--- src/rtl/rv_arb_pkg.sv ---
// rtl/rv_arb_pkg.sv - shared types and helpers for the round-robin stream arbiter
package rv_arb_pkg;

   typedef enum logic {
      IDLE   = 1'b0,
      LOCKED = 1'b1
   } arb_state_t;

   // Index width for n requesters; a single requester still needs one bit.
   function automatic int clog2_min1(input int n);
      return (n <= 2) ? 1 : $clog2(n);
   endfunction

endpackage

--- src/rtl/rv_rr_pick.sv ---
// rtl/rv_rr_pick.sv - round-robin winner search starting just after rr_ptr
module rv_rr_pick
   import rv_arb_pkg::*;
#(
   parameter int NUM_REQ = 4,
   parameter int SRC_W   = 2
)(
   input  logic [NUM_REQ-1:0] valid,
   input  logic [SRC_W-1:0]   rr_ptr,
   output logic               any_valid,
   output logic [SRC_W-1:0]   winner
);

   int               idx;
   logic [SRC_W-1:0] idx_s;

   // The first hit in the rotated order wins; later hits are masked by any_valid.
   always_comb begin
      any_valid = 1'b0;
      winner    = '0;
      idx       = 0;
      idx_s     = '0;
      for (int k = 1; k <= NUM_REQ; k++) begin
         idx   = (int'(rr_ptr) + k) % NUM_REQ;
         idx_s = SRC_W'(idx);
         if (!any_valid && valid[idx_s]) begin
            any_valid = 1'b1;
            winner    = idx_s;
         end
      end
   end

endmodule

--- src/rtl/rv_stream_arbiter.sv ---
// rtl/rv_stream_arbiter.sv - N-to-1 ready/valid arbiter, packet-granular round robin,
// registered output stage
module rv_stream_arbiter
   import rv_arb_pkg::*;
#(
   parameter int NUM_REQ = 4,
   parameter int DATA_W  = 8,
   parameter int SRC_W   = 2
)(
   input  logic                        clk,
   input  logic                        rst_n,
   input  logic [NUM_REQ*DATA_W-1:0]   req_data,
   input  logic [NUM_REQ-1:0]          req_valid,
   input  logic [NUM_REQ-1:0]          req_last,
   output logic [NUM_REQ-1:0]          req_ready,
   output logic [DATA_W-1:0]           down_data,
   output logic                        down_valid,
   output logic                        down_last,
   output logic [SRC_W-1:0]            down_src,
   input  logic                        down_ready
);

   if (SRC_W != clog2_min1(NUM_REQ) || NUM_REQ < 2 || NUM_REQ > 16) begin : g_param_check
      $error("rv_stream_arbiter: NUM_REQ must be 2..16 and SRC_W must equal clog2_min1(NUM_REQ)");
   end

   arb_state_t       state_q, state_d;
   logic [SRC_W-1:0] rr_ptr_q, rr_ptr_d;
   logic [SRC_W-1:0] owner_q, owner_d;

   logic             any_valid;
   logic [SRC_W-1:0] winner;
   logic [SRC_W-1:0] grant_idx;
   logic             grant_en;
   logic             can_load;
   logic             accept;
   logic [DATA_W-1:0] sel_data;
   logic             sel_last;

   rv_rr_pick #(
      .NUM_REQ (NUM_REQ),
      .SRC_W   (SRC_W)
   ) u_pick (
      .valid     (req_valid),
      .rr_ptr    (rr_ptr_q),
      .any_valid (any_valid),
      .winner    (winner)
   );

   assign can_load = !down_valid || down_ready;

   // In LOCKED the owner is granted even while its valid is low, so the lock survives gaps.
   always_comb begin
      grant_idx = (state_q == LOCKED) ? owner_q : winner;
      grant_en  = (state_q == LOCKED) ? 1'b1 : any_valid;
      accept    = grant_en && can_load && req_valid[grant_idx];
      sel_data  = req_data[int'(grant_idx)*DATA_W +: DATA_W];
      sel_last  = req_last[grant_idx];
   end

   always_ff @(posedge clk or negedge rst_n) begin
      if (!rst_n) begin
         state_q  <= IDLE;
         rr_ptr_q <= SRC_W'(NUM_REQ - 1);
         owner_q  <= '0;
      end else begin
         state_q  <= state_d;
         rr_ptr_q <= rr_ptr_d;
         owner_q  <= owner_d;
      end
   end

   always_comb begin
      state_d  = state_q;
      rr_ptr_d = rr_ptr_q;
      owner_d  = owner_q;
      case (state_q)
         IDLE: begin
            if (accept) begin
               if (sel_last) begin
                  rr_ptr_d = winner;
               end else begin
                  state_d = LOCKED;
                  owner_d = winner;
               end
            end
         end
         LOCKED: begin
            if (accept && sel_last) begin
               state_d  = IDLE;
               rr_ptr_d = owner_q;
            end
         end
         default: state_d = IDLE;
      endcase
   end

   always_comb begin
      req_ready = '0;
      if (grant_en && can_load) begin
         req_ready[grant_idx] = 1'b1;
      end
   end

   always_ff @(posedge clk or negedge rst_n) begin
      if (!rst_n) begin
         down_valid <= 1'b0;
         down_data  <= '0;
         down_last  <= 1'b0;
         down_src   <= '0;
      end else if (accept) begin
         down_valid <= 1'b1;
         down_data  <= sel_data;
         down_last  <= sel_last;
         down_src   <= grant_idx;
      end else if (down_ready) begin
         down_valid <= 1'b0;
      end
   end

endmodule

--- config.mk ---
export PLATFORM = sky130hd
export DESIGN_NAME = rv_stream_arbiter
export DESIGN_NICKNAME = d
export VERILOG_FILES = /design/src/rtl/rv_arb_pkg.sv /design/src/rtl/rv_rr_pick.sv /design/src/rtl/rv_stream_arbiter.sv
export SDC_FILE = /design/constraint.sdc
export NUM_CORES = 1
export LEC_CHECK = 0
export BUFFER_PORTS_ARGS = -buffer_cell sky130_fd_sc_hd__buf_2
export CORE_ASPECT_RATIO = 0.75
export CORE_MARGIN = 10
export CORE_UTILIZATION = 40
export DETAILED_ROUTE_END_ITERATION = 8
export HOLD_SLACK_MARGIN = 0.06
export PLACE_DENSITY = 0.81
export SLEW_MARGIN = 15
export SYNTH_ARGS = -nofsm -noshare
export SYNTH_HDL_FRONTEND = slang
export SYNTH_HIERARCHICAL = 1
export SYNTH_SLANG_ARGS = --single-unit
--- constraint.sdc ---
create_clock -name clk -period 3 [get_ports clk]
set_input_delay 0.6 -clock clk [delete_from_list [all_inputs] [get_ports clk]]
set_output_delay 0.6 -clock clk [all_outputs]
set_load 0.03 [all_outputs]
==> results.txt, run 1 <==
For this run, the slowest stage of the critical path takes 0.59 ns. The total of hold buffers inserted after clock tree synthesis came out at 0. The number of buffer and inverter stages on the critical path is 1. The count of antenna-violating nets left after detailed routing came out at 0. The diode insertion count for antenna repair came out at 0. The post-synth design cell area came out at 1205 sq um. The number of nets handed over by synthesis was 182.

For this run the aggregate overflow at the end of global routing stands at 0. The per-instance average area after synthesis is 8.668 sq um. The highest ir drop seen on vdd came out at 627.0 uV. The worst setup path is launched from a flop. The aggregate global-route resource usage is approximately 12%. TritonCTS built the clock tree.

The estimated wirelength of the detail-placed design came out at between 2000 and 3000 um. The setup total negative slack came out at 0 ns. The total CTS buffers came out at 3.

The final routed DRC violation total came out at 0. Per report_power, the clock group accounts for between 8 and 9% of the total. The final weighted congestion in routability-driven placement is between 0.9 and 1. The worst-case setup slack after placement came out at 0.3371 ns. The number of max-slew violations in the final report is 0. The mean number of vias per cell is 5.206. Entering global routing, the biggest net connects 23 pins. Across the run, the number of max-cap violations was 0. The run finished with clean final reports. The internal power summed over all cells came out at 0.001031 W.

The number of hold violations in the final report was 0. The via count of the first global-routing pass came out at 1199. The synthesized netlist contains 35 unique library cells. The maximum fanout along the worst path is 7. The root buffer cell is sky130_fd_sc_hd__clkbuf_8. In this run the standard cell core region covers 2914 sq um.

The post-CTS setup buffer count came out at 0. The worst-skew pair later-pin latency is between 0.2 and 0.25 ns. The data required time at the worst endpoint came out at between 2 and 2.5 ns.

For the pin with the worst max-slew slack, the measured transition is 0.3780 ns. The clock passes through at most 2 buffers. The count of synthesis-stage warnings from yosys is 6. The die covers 5630 sq um. The port buffer count came out at slightly below 60. Wires add up to approximately 3500 um. The final critical path time including I/O delays and setup came out at 2.771 ns. The number of setup violations in the final report came out at 0.

The clock slew seen by the registers of the worst setup and hold paths is 0.06 ns. The most numerous cell type found on the critical path is sky130_fd_sc_hd__nand2b_1. The total I/O pin count is 59. The iteration-0 DRC count of the detailed router is 76. The via total after detailed routing came out at about 1.2k. The number of cells in the finished layout apart from fillers is 238.

The first-pass GRT wire length came out at 5658 um. Traced cell by cell, the critical path runs through nand2b_1 -> a21oi_2 -> o221ai_2 -> nand2b_1 -> and2_1 -> nor3_1 -> buf_2. The worst setup path is of the reg -> out kind. The share of the synthesized area in the top cell type is 31.15%. The net count of the finished layout came out at 244. The count of TritonRoute iterations in the first routing pass is 4. The average detailed-routed wire length per instance came out at approximately 15 um. The combinational cell fraction of total power came out at 67.5%. The TritonCTS sink count came out at 17. In this run the power spent charging and discharging nets is 0.0009279 W.

The endpoint arrival time on the critical path came out at 2.17 ns. The total placed instance area is 1554 sq um. Summed over all instances, the cell type with the most area after synthesis is sky130_fd_sc_hd__dfrtp_1. Of the available clock period, the critical path in the final layout requires 92.36%.

The fraction of layout instances using a drive strength above 1 is 44.50%. The die is 83.38 um wide. The maximum clock frequency is 360.9 MHz. The H-tree depth reported by CTS is 1. The kind of cell with the highest combined delay along the critical path is simple AND/OR/NAND/NOR gates.

The number of rows in the core area is 17. The die is 67.53 um tall. The number of cells after detailed placement is around 230. The synthesis-to-finish area growth came out at 32.71%. STA classifies the critical path endpoint as an output port. In the post-synthesis netlist, the biggest area contributors are sky130_fd_sc_hd__dfrtp_1, sky130_fd_sc_hd__nand2_1, sky130_fd_sc_hd__mux2_2.

The effective utilization at floorplan came out at 41.35%. Of the total power, the share spent switching nets is 47.37%. The largest clock skew in the final design is just over 0.0008 ns. The post-CTS resize count is 0. The finished cells cover between 1500 and 2000 sq um. The sequential fraction of the synthesis area is a little over a third. The power per cell area came out at 1225 nW/um^2. The number of antenna violations at the first check in global routing was 0.

Headroom to the max-slew limit came out at approximately 75%. For this design, the slowest cell found on the critical path is sky130_fd_sc_hd__dfstp_2. The analysis attributes to cell leakage a power of 0.8056 nW.

Setup repair after global routing left no endpoint under its margin. The count of mapped cells out of synthesis came out at 139. The setup slack of the critical path after layout came out at 0.2293 ns. The synthesized design contains 17 register bits.

The min-delay analysis places its worst path in the category in -> async. The part of the power in registers came out at 24.1%.
## worst paths after layout
kind / end / slack, ns / from / cells past startpoint
worst max-delay path: req_ready[1] / 0.23 / rr_ptr_q[1]$_DFFE_PN1P_ / 7
worst min-delay path: owner_q[0]$_DFFE_PN0P_ / 0.26 / rst_n / 1
worst max register to register: rr_ptr_q[1]$_DFFE_PN1P_ / 0.50 / rr_ptr_q[1]$_DFFE_PN1P_ / 8
worst min register to register: down_last$_DFFE_PN0P_ / 0.49 / down_last$_DFFE_PN0P_ / 1
max in group asynchronous: rr_ptr_q[1]$_DFFE_PN1P_ / 2.42 / rst_n / 1
min in group clk: down_last$_DFFE_PN0P_ / 0.49 / down_last$_DFFE_PN0P_ / 1
## Yosys cell counts
cell type / number
sky130_fd_sc_hd__a21oi_1: 2
sky130_fd_sc_hd__nand3b_1: 1
sky130_fd_sc_hd__nand2b_1: 7
sky130_fd_sc_hd__and2b_1: 1
sky130_fd_sc_hd__nor2_1: 3
sky130_fd_sc_hd__and2_1: 1
sky130_fd_sc_hd__o21ai_0: 2
sky130_fd_sc_hd__nor3b_1: 1
sky130_fd_sc_hd__a21oi_2: 1
sky130_fd_sc_hd__o32a_1: 1
sky130_fd_sc_hd__nor2b_1: 1
sky130_fd_sc_hd__and3_1: 8
sky130_fd_sc_hd__buf_6: 1
sky130_fd_sc_hd__or4b_4: 1
sky130_fd_sc_hd__nand4_1: 1
sky130_fd_sc_hd__a21boi_0: 1
sky130_fd_sc_hd__mux2_4: 1
sky130_fd_sc_hd__dfstp_2: 2
sky130_fd_sc_hd__mux4_2: 1
sky130_fd_sc_hd__nand4_2: 1
sky130_fd_sc_hd__mux2_2: 12
sky130_fd_sc_hd__a31oi_1: 11
sky130_fd_sc_hd__dfrtp_1: 15
sky130_fd_sc_hd__clkbuf_1: 4
sky130_fd_sc_hd__mux2i_1: 2
sky130_fd_sc_hd__o21a_1: 1
sky130_fd_sc_hd__and4b_1: 1
sky130_fd_sc_hd__nor3_1: 5
sky130_fd_sc_hd__nand2_1: 40
sky130_fd_sc_hd__buf_2: 3
sky130_fd_sc_hd__inv_1: 2
sky130_fd_sc_hd__a21bo_2: 1
sky130_fd_sc_hd__mux2_1: 2
sky130_fd_sc_hd__o221ai_2: 1
sky130_fd_sc_hd__a211oi_1: 1
## logic make-up (layout without fill, tap and decap cells)
family | count (synthesis) | count (layout) | synth area share [%]
compound gates | 22 | 22 | 12.88
buf+inv | 10 | 71 | 4.049
flops | 17 | 17 | 35.51
simple gates | 72 | 72 | 29.70
mux | 18 | 18 | 17.86
## registers in the layout, indices dropped and copies added, names as in the netlist, named ones only
signal / flops
down_data: 8
down_last: 1
down_src: 2
down_valid: 1
owner_q: 2
rr_ptr_q: 2
## layout by cell type, fill, tap and decap left out, types with 2 or more instances in the layout
cell                       count
sky130_fd_sc_hd__mux2_2       12
sky130_fd_sc_hd__nand2_1      40
sky130_fd_sc_hd__nor2_1        3
sky130_fd_sc_hd__and3_1        8
sky130_fd_sc_hd__a31oi_1      11
sky130_fd_sc_hd__a21oi_1       2
sky130_fd_sc_hd__buf_4         7
sky130_fd_sc_hd__clkbuf_8      3
sky130_fd_sc_hd__dfrtp_1      15
sky130_fd_sc_hd__o21ai_0       2
sky130_fd_sc_hd__nand2b_1      7
sky130_fd_sc_hd__buf_2        58
sky130_fd_sc_hd__mux2_1        2
sky130_fd_sc_hd__inv_1         2
sky130_fd_sc_hd__dfstp_2       2
sky130_fd_sc_hd__mux2i_1       2
sky130_fd_sc_hd__nor3_1        5
## through the flow
step                      power [W]  hold slack (ns)  utilization (%)
after floorplan            0.001437           0.3044                -
after global placement     0.001781           0.4702            53.33
after detailed placement   0.001803           0.4788            53.33
after CTS                  0.001976           0.2685            54.87
after global routing       0.002115           0.2838            54.87
final                      0.001959           0.2648            54.87
## area by class of cell
cell class | count | area [sq um]
clock buffers | 4 | 45.04
fillers | 265 | 1315
inverters | 2 | 7.507
multi-input cells | 112 | 728.2
flip-flops and latches | 17 | 427.9
well taps | 38 | 47.55
repair buffers | 65 | 342.8
## worst register-to-register path: stages (launching register included)
cell and delay (ns):
sky130_fd_sc_hd__dfstp_2 0.59, sky130_fd_sc_hd__nand2b_1 0.14, sky130_fd_sc_hd__a21oi_2 0.06, sky130_fd_sc_hd__o221ai_2 0.29, sky130_fd_sc_hd__nand2b_1 0.17, sky130_fd_sc_hd__nand2_1 0.14, sky130_fd_sc_hd__mux4_2 0.51, sky130_fd_sc_hd__nand3b_1 0.17
sky130_fd_sc_hd__mux2_2 0.36
## power groups by stage
stage / combinational [W] / clock (W) / sequential, W
2_1_floorplan: 0.000831 / 0 / 0.000607
5_1_grt: 0.00144 / 0.000180 / 0.000494
3_3_place_gp: 0.00131 / 0 / 0.000473
3_5_place_dp: 0.00133 / 0 / 0.000472
4_1_cts: 0.00133 / 0.000171 / 0.000472
6_report: 0.00132 / 0.000164 / 0.000472
## metal layers
layer	wire length (um)	track usage, %	vias to the layer above	share of wire, %
li1	-	-	616	-
met1	1714	15.32	578	49
met2	1466	17.60	43	42
met3	276	5.649	2	7.9
met4	24	3.814	0	0.69
met5	0	0	-	0
Power figures use the tool's default switching activity.
==> run 2: changes to the inputs <==
--- a/config.mk
+++ b/config.mk
@@ -11,7 +11,8 @@
 export CORE_UTILIZATION = 40
 export DETAILED_ROUTE_END_ITERATION = 8
 export HOLD_SLACK_MARGIN = 0.06
-export PLACE_DENSITY = 0.81
+export MAX_ROUTING_LAYER = met4
+export PLACE_DENSITY_LB_ADDON = 0.05
 export SLEW_MARGIN = 15
 export SYNTH_ARGS = -nofsm -noshare
 export SYNTH_HDL_FRONTEND = slang
==> results.txt, run 2 (synthesis results as in run 1) <==
The run finished with clean final reports. The leakage power total came to 0.8084 nW (+0.35%). The number of max-slew violations in the final report was 0 (unchanged). The H-tree depth reported by CTS is 1 (unchanged). The part of the power in registers is 23.8% (-0.3 points). The setup total negative slack was 0 ns (unchanged). The number of hold violations in the final report is 0 (unchanged). The largest clock skew in the final design was 0.009508 ns (+0.008701 ns).

The maximum clock path buffer count is 2 (unchanged). The final clock period utilization by the worst path came out at 90.88% (-1.5 points). The final weighted congestion in routability-driven placement is 0.8380 (-11%).

The share of the core filled with cells came to 54.92% (about the same). The library cell used most frequently in the layout, excluding fill and tap cells, is sky130_fd_sc_hd__buf_2. The final critical path time including I/O delays and setup came out at 2.726 ns (-0.04434 ns).

The count of antenna-violating nets left after detailed routing was 0 (unchanged). The pin count of the biggest net entering global routing came out at 23 (unchanged). The worst register-to-register path ends at owner_q[0]$_DFFE_PN0P_. The port buffer count came out at 58 (unchanged). The post-CTS resize count came out at 0 (unchanged). The flip-flop count of the largest register, all copies and words added is 8 (unchanged). The remaining global-route overflow was 0 (unchanged). The total of hold buffers inserted after clock tree synthesis is 0 (unchanged). The iteration-0 DRC count of the detailed router came out at 41 (-46%). The number of antenna violations at the first check in global routing was 0 (unchanged).

The diode insertion count for antenna repair came to 0 (unchanged). The placeable core region is 2914 sq um (unchanged). Leaving out fill and tap cells, the most frequent cells in the layout are sky130_fd_sc_hd__buf_2, sky130_fd_sc_hd__nand2_1, sky130_fd_sc_hd__dfrtp_1, sky130_fd_sc_hd__mux2_2, sky130_fd_sc_hd__a31oi_1.

The number of setup violations in the final report came out at 0 (unchanged). The highest ir drop seen on vdd is 783.4 uV (+25%). The count of TritonRoute iterations in the first routing pass came to 4 (unchanged).

The worst-skew pair later-pin latency came out at 0.25 ns (about the same). In this run the worst hold path is classified as in -> async. The aggregate global-route resource usage was 12.80% (+0.79 points). The mean number of vias per cell is 5.248 (+0.81%). The total CTS buffers is 3 (unchanged).

The effective utilization at floorplan came out at 41.35% (unchanged). The post-CTS setup buffer count came out at 0 (unchanged). TritonCTS built the clock tree. The combinational cell fraction of total power came out at 67.5% (about the same). The horizontal die dimension came to 83.38 um (unchanged).

The final routed DRC violation total is 0 (unchanged). The number of maximum-capacitance violations is 0 (unchanged). The worst-margin pin slew came out at 0.3957 ns (+0.01766 ns). The worst setup path is of the reg -> out kind. The maximum clock frequency was 366.8 MHz (+1.6%). The switching part of the total power was 48.02% (+0.65 points). The power per cell area is 1235 nW/um^2 (+0.78%). The slack of the worst reg-to-reg path came out at 0.49 ns (about the same). The endpoint arrival time on the critical path came out at 2.13 ns (-0.04 ns). The synthesis-to-finish area growth came out at 32.81% (about the same). The estimated wirelength of the detail-placed design is 2970 um (+4.5%).

The via count of the first global-routing pass came out at 1170 (-2.4%). The TritonCTS sink count is 17 (unchanged). The worst relative slew slack is 73.62% (-1.2 points).

The kind of start point of the critical path is a flop. The clock share of power came out at 8.7% (+0.3 points). The net count of the finished layout is 244 (unchanged). The root buffer cell is sky130_fd_sc_hd__clkbuf_8.

The fraction of layout instances using a drive strength above 1 was 45.00% (+0.50 points). The average detailed-routed wire length per instance was 15.67 um (+7.2%). The first-pass GRT wire length was 5802 um (+2.5%). The launch point of the critical path is rr_ptr_q[1]$_DFFE_PN1P_. The via total after detailed routing is 1249 (+0.81%). The worst register-to-register path begins at rr_ptr_q[1]$_DFFE_PN1P_. The die area came out at 5630 sq um (unchanged).

The die boundary height came out at 67.53 um (unchanged). The internal power summed over all cells is 0.001027 W (-0.39%). The worst reg2reg path depth is 8 (unchanged). The maximum fanout along the worst path is 12 (+5). The total I/O pin count is 59 (unchanged). Setup repair after global routing left no endpoint under its margin. The nature of the critical path endpoint is an output port. The register with the most flip-flops in the final layout is down_data. The data required time at the worst endpoint came out at 2.40 ns (about the same).

The switching power came out at 0.0009487 W (+2.2%). The clock slew seen by the registers of the worst setup and hold paths is 0.07 ns (about the same). The aggregate routed wire length is 3730 um (+7.2%). The number of rows in the core area came to 17 (unchanged).
-- run 2: routing by layer --
metal  GRT usage, %  wire [um]  up-vias
li1               -          -      615
met1          17.38       1761      583
met2          18.56       1694       49
met3          3.726        262        2
met4          2.119         11        0
met5              -          0        -
-- run 2: worst max path at each step --
stage / depth (start not counted) / slack, ns / endpoint
after floorplan: 8 / 0.04 / req_ready[0]
after global placement: 9 / 0.37 / owner_q[1]$_DFFE_PN0P_
after detailed placement: 9 / 0.30 / rr_ptr_q[1]$_DFFE_PN1P_
after CTS: 7 / 0.25 / req_ready[2]
after global routing: 7 / 0.12 / req_ready[0]
final: 7 / 0.27 / req_ready[2]
-- run 2: area by class of cell --
class	instances	area [sq um]
multi-input cells	112	728.2
well taps	38	47.55
flip-flops and latches	17	427.9
repair buffers	65	342.8
clock inverters	1	5.005
clock buffers	3	41.29
inverters	2	7.507
fillers	283	1314
-- run 2: critical path: stages (launching register included) --
cell and delay (ns):
sky130_fd_sc_hd__dfstp_2 0.59, sky130_fd_sc_hd__mux2i_1 0.24, sky130_fd_sc_hd__o221ai_2 0.19, sky130_fd_sc_hd__nand2b_1 0.17, sky130_fd_sc_hd__nand2_1 0.11, sky130_fd_sc_hd__buf_4 0.19, sky130_fd_sc_hd__nor3_1 0.17, sky130_fd_sc_hd__buf_2 0.23
-- run 2: through the flow --
stage / total power (W) / hold slack, ns / instances / instance area (sq um) / setup WS [ns]
finish: 0.001976 / 0.2549 / 238 / 1600 / 0.2737
global route: 0.002147 / 0.2828 / 238 / 1600 / 0.1188
CTS: 0.001998 / 0.2730 / 238 / 1600 / 0.2525
detailed placement: 0.001818 / 0.4880 / 234 / 1554 / 0.3039
global placement: 0.001787 / 0.4840 / 234 / 1554 / 0.3694
floorplan: 0.001437 / 0.3044 / 139 / 1205 / 0.04180
-- run 2: power by group through the flow --
stage,registers (W),clock network (W),logic (W)
after floorplan,0.000607,0,0.000831
after global placement,0.000469,0,0.00132
after detailed placement,0.000471,0,0.00135
after CTS,0.000468,0.000177,0.00135
after global routing,0.000489,0.000189,0.00147
final,0.000469,0.000172,0.00133
==> run 3: changes to the inputs <==
--- a/config.mk
+++ b/config.mk
@@ -6,6 +6,7 @@
 export NUM_CORES = 1
 export LEC_CHECK = 0
 export BUFFER_PORTS_ARGS = -buffer_cell sky130_fd_sc_hd__buf_2
+export CAP_MARGIN = 30
 export CORE_ASPECT_RATIO = 0.75
 export CORE_MARGIN = 10
 export CORE_UTILIZATION = 40
@@ -13,6 +14,7 @@
 export HOLD_SLACK_MARGIN = 0.06
 export MAX_ROUTING_LAYER = met4
 export PLACE_DENSITY_LB_ADDON = 0.05
+export RECOVER_POWER = 25
 export SLEW_MARGIN = 15
 export SYNTH_ARGS = -nofsm -noshare
 export SYNTH_HDL_FRONTEND = slang
==> results.txt, run 3 (synthesis results as in run 1) <==
The logic depth of the worst path, buffers included is 7 (unchanged). The share of the core filled with cells came out at 54.87% (about the same). The aggregate global-route resource usage is 12.80% (unchanged). In this run the critical register-to-register path is launched from rr_ptr_q[1]$_DFFE_PN1P_. The total placed instance area came out at 1554 sq um (unchanged). The delay of the slowest critical-path stage came out at 0.59 ns (about the same). Among cell families on the critical path, the largest total delay comes from flip-flops. The count of TritonRoute iterations in the first routing pass is 4 (unchanged).

The final weighted congestion in routability-driven placement came out at 0.8380 (unchanged). The number of maximum-capacitance violations is 0 (unchanged). The final critical path time including I/O delays and setup came out at 2.726 ns (unchanged).

The die area is 5630 sq um (unchanged). The average detailed-routed wire length per instance is 15.66 um (about the same). The net count of the finished layout is 244 (unchanged). The register with the most flip-flops is down_data.

Following the worst setup path forward leads to its endpoint at req_ready[2]. The number of buffer and inverter stages on the critical path is 2 (unchanged). The type of the worst setup path is reg -> out. The first-pass GRT wire length came out at 5802 um (unchanged). The mean number of vias per cell was 5.248 (unchanged). The via count of the first global-routing pass came out at 1170 (unchanged). The worst-skew pair later-pin latency came to 0.25 ns (about the same). CTS placed an instance of sky130_fd_sc_hd__clkbuf_8 at the clock tree root.

The placeable core region came out at 2914 sq um (unchanged). The estimated wirelength of the detail-placed design is 2970 um (unchanged). The area occupied by multi-input gates is 728.2 sq um (unchanged). The worst-margin pin slew is 0.9134 ns (+0.5178 ns). The final instance area is 1599 sq um (about the same). The TritonCTS sink count came out at 17 (unchanged).

The flip-flop and latch area is 427.9 sq um (unchanged). The via total after detailed routing is 1249 (unchanged). The endpoint arrival time on the critical path is 2.13 ns (about the same). The post-CTS resize count is 0 (unchanged). The flip-flop count of the largest register, all copies and words added came out at 8 (unchanged). The power per cell area is 1235 nW/um^2 (about the same).

The worst reg2reg path depth is 8 (unchanged). The number of max-slew violations in the final report is 0 (unchanged). The classification of the worst-slack hold path is in -> async. The worst relative slew slack came out at 39.10% (-35 points). The worst setup path is launched from a flop. The maximum fanout along the worst path is 12 (unchanged).

The number of hold violations in the final report was 0 (unchanged). The total of hold buffers inserted after clock tree synthesis was 0 (unchanged). The iteration-0 DRC count of the detailed router is 41 (unchanged).

The die boundary height is 67.53 um (unchanged). The slowest stage of the critical path belongs to the cell sky130_fd_sc_hd__dfstp_2. The fraction of layout instances using a drive strength above 1 is 44.50% (-0.50 points). The total CTS buffers is 3 (unchanged). The data required time at the worst endpoint came out at 2.40 ns (about the same). The slack of the worst reg-to-reg path is 0.49 ns (about the same). The final clock period utilization by the worst path is 90.88% (unchanged). The TritonCTS clock tree is yes. In the layout the commonest cells are sky130_fd_sc_hd__buf_2, sky130_fd_sc_hd__nand2_1, sky130_fd_sc_hd__dfrtp_1, sky130_fd_sc_hd__mux2_2, sky130_fd_sc_hd__a31oi_1. The effective utilization at floorplan came to 41.35% (unchanged). The post-CTS setup buffer count came to 0 (unchanged). The critical path starts at rr_ptr_q[1]$_DFFE_PN1P_. The clock slew seen by the registers of the worst setup and hold paths is 0.07 ns (about the same). The remaining global-route overflow was 0 (unchanged).

The most common cell after layout, fill and taps aside is sky130_fd_sc_hd__buf_2. The setup total negative slack is 0 ns (unchanged). The critical path goes through mux2i_1 -> o221ai_2 -> nand2b_1 -> nand2_1 -> buf_4 -> nor3_1 -> buf_2. The port buffer count is 58 (unchanged). The final routed DRC violation total is 0 (unchanged).

The pin count of the biggest net entering global routing was 23 (unchanged). The leakage power total is 0.8057 nW (-0.34%). The H-tree depth reported by CTS is 1 (unchanged).

The number of rows in the core area is 17 (unchanged). The highest ir drop seen on vdd is 783.4 uV (about the same). The largest clock skew in the final design came out at 0.009508 ns (unchanged). The horizontal die dimension is 83.38 um (unchanged). The aggregate routed wire length was 3728 um (about the same). Setup repair after global routing left no endpoint under its margin. The total I/O pin count came to 59 (unchanged). The worst register-to-register path ends at owner_q[0]$_DFFE_PN0P_.

The count of antenna-violating nets left after detailed routing is 0 (unchanged). The diode insertion count for antenna repair is 0 (unchanged). The number of antenna violations at the first check in global routing is 0 (unchanged). The worst setup path is captured at an output port. The number of setup violations in the final report is 0 (unchanged). The run finished with clean final reports. The maximum clock path buffer count is 2 (unchanged). The maximum clock frequency came out at 366.8 MHz (unchanged). The synthesis-to-finish area growth came out at 32.71% (about the same). The number of fillers in the final layout came to 284 (+0.35%).
[run 3: cell types whose count changed in the layout (fill, tap and decap cells not counted)]
| cell | change |
|---|---|
| sky130_fd_sc_hd__buf_2 | -1 |
| sky130_fd_sc_hd__clkbuf_1 | +1 |
[run 3: final cells by class]
type | instances | share of cell area [%]
multi-input combinational | 112 | 45.54
clock inverter | 1 | 0.3130
timing repair buffer | 65 | 21.36
clock buffer | 3 | 2.582
inverter | 2 | 0.4695
tap | 38 | 2.973
sequential | 17 | 26.76
[run 3: worst min path at each step]
stage          slack, ns  cells past startpoint                         end                     start
2_1_floorplan       0.30                      0  asynchronous set/reset pin                     rst_n
3_3_place_gp        0.48                      1    down_data[1]$_DFFE_PN0P_  down_data[1]$_DFFE_PN0P_
3_5_place_dp        0.49                      1    down_data[0]$_DFFE_PN0P_  down_data[0]$_DFFE_PN0P_
4_1_cts             0.27                      1    down_data[7]$_DFFE_PN0P_                     rst_n
5_1_grt             0.52                      1    down_data[0]$_DFFE_PN0P_  down_data[0]$_DFFE_PN0P_
6_report            0.45                      1    down_data[7]$_DFFE_PN0P_                     rst_n
[run 3: worst register-to-register path, delay by kind of cell, from the launching register on]
| kind | cells | cell delay [ns] |
|---|---|---|
| multiplexers | 2 | 0.73 |
| flip-flops | 1 | 0.59 |
| AO/OA/AOI/OAI | 4 | 0.45 |
| AND/OR/NAND/NOR | 2 | 0.64 |
[run 3: per-layer routing]
metal,track usage [%],vias to the layer above,share of wire (%)
met5,-,-,0
met4,2.119,0,0.30
met3,3.726,2,7.0
li1,-,615,-
met2,18.56,49,45
met1,17.38,583,47
[run 3: where the power goes]
group | switching, W | internal (W) | total [W] | leakage, nW
clock network | 0.0000798 | 0.0000921 | 0.000172 | 0.0255
logic | 0.000764 | 0.000570 | 0.00133 | 0.583
registers | 0.000105 | 0.000364 | 0.000469 | 0.197
[run 3: stage by stage]
step	power (W)	hold slack [ns]	setup slack (ns)	cells
after floorplan	0.001437	0.3044	0.04180	139
after global placement	0.001787	0.4840	0.3694	234
after detailed placement	0.001818	0.4880	0.3039	234
after CTS	0.001998	0.2730	0.2525	238
after global routing	0.002146	0.5188	0.1188	238
final	0.001975	0.4497	0.2737	238
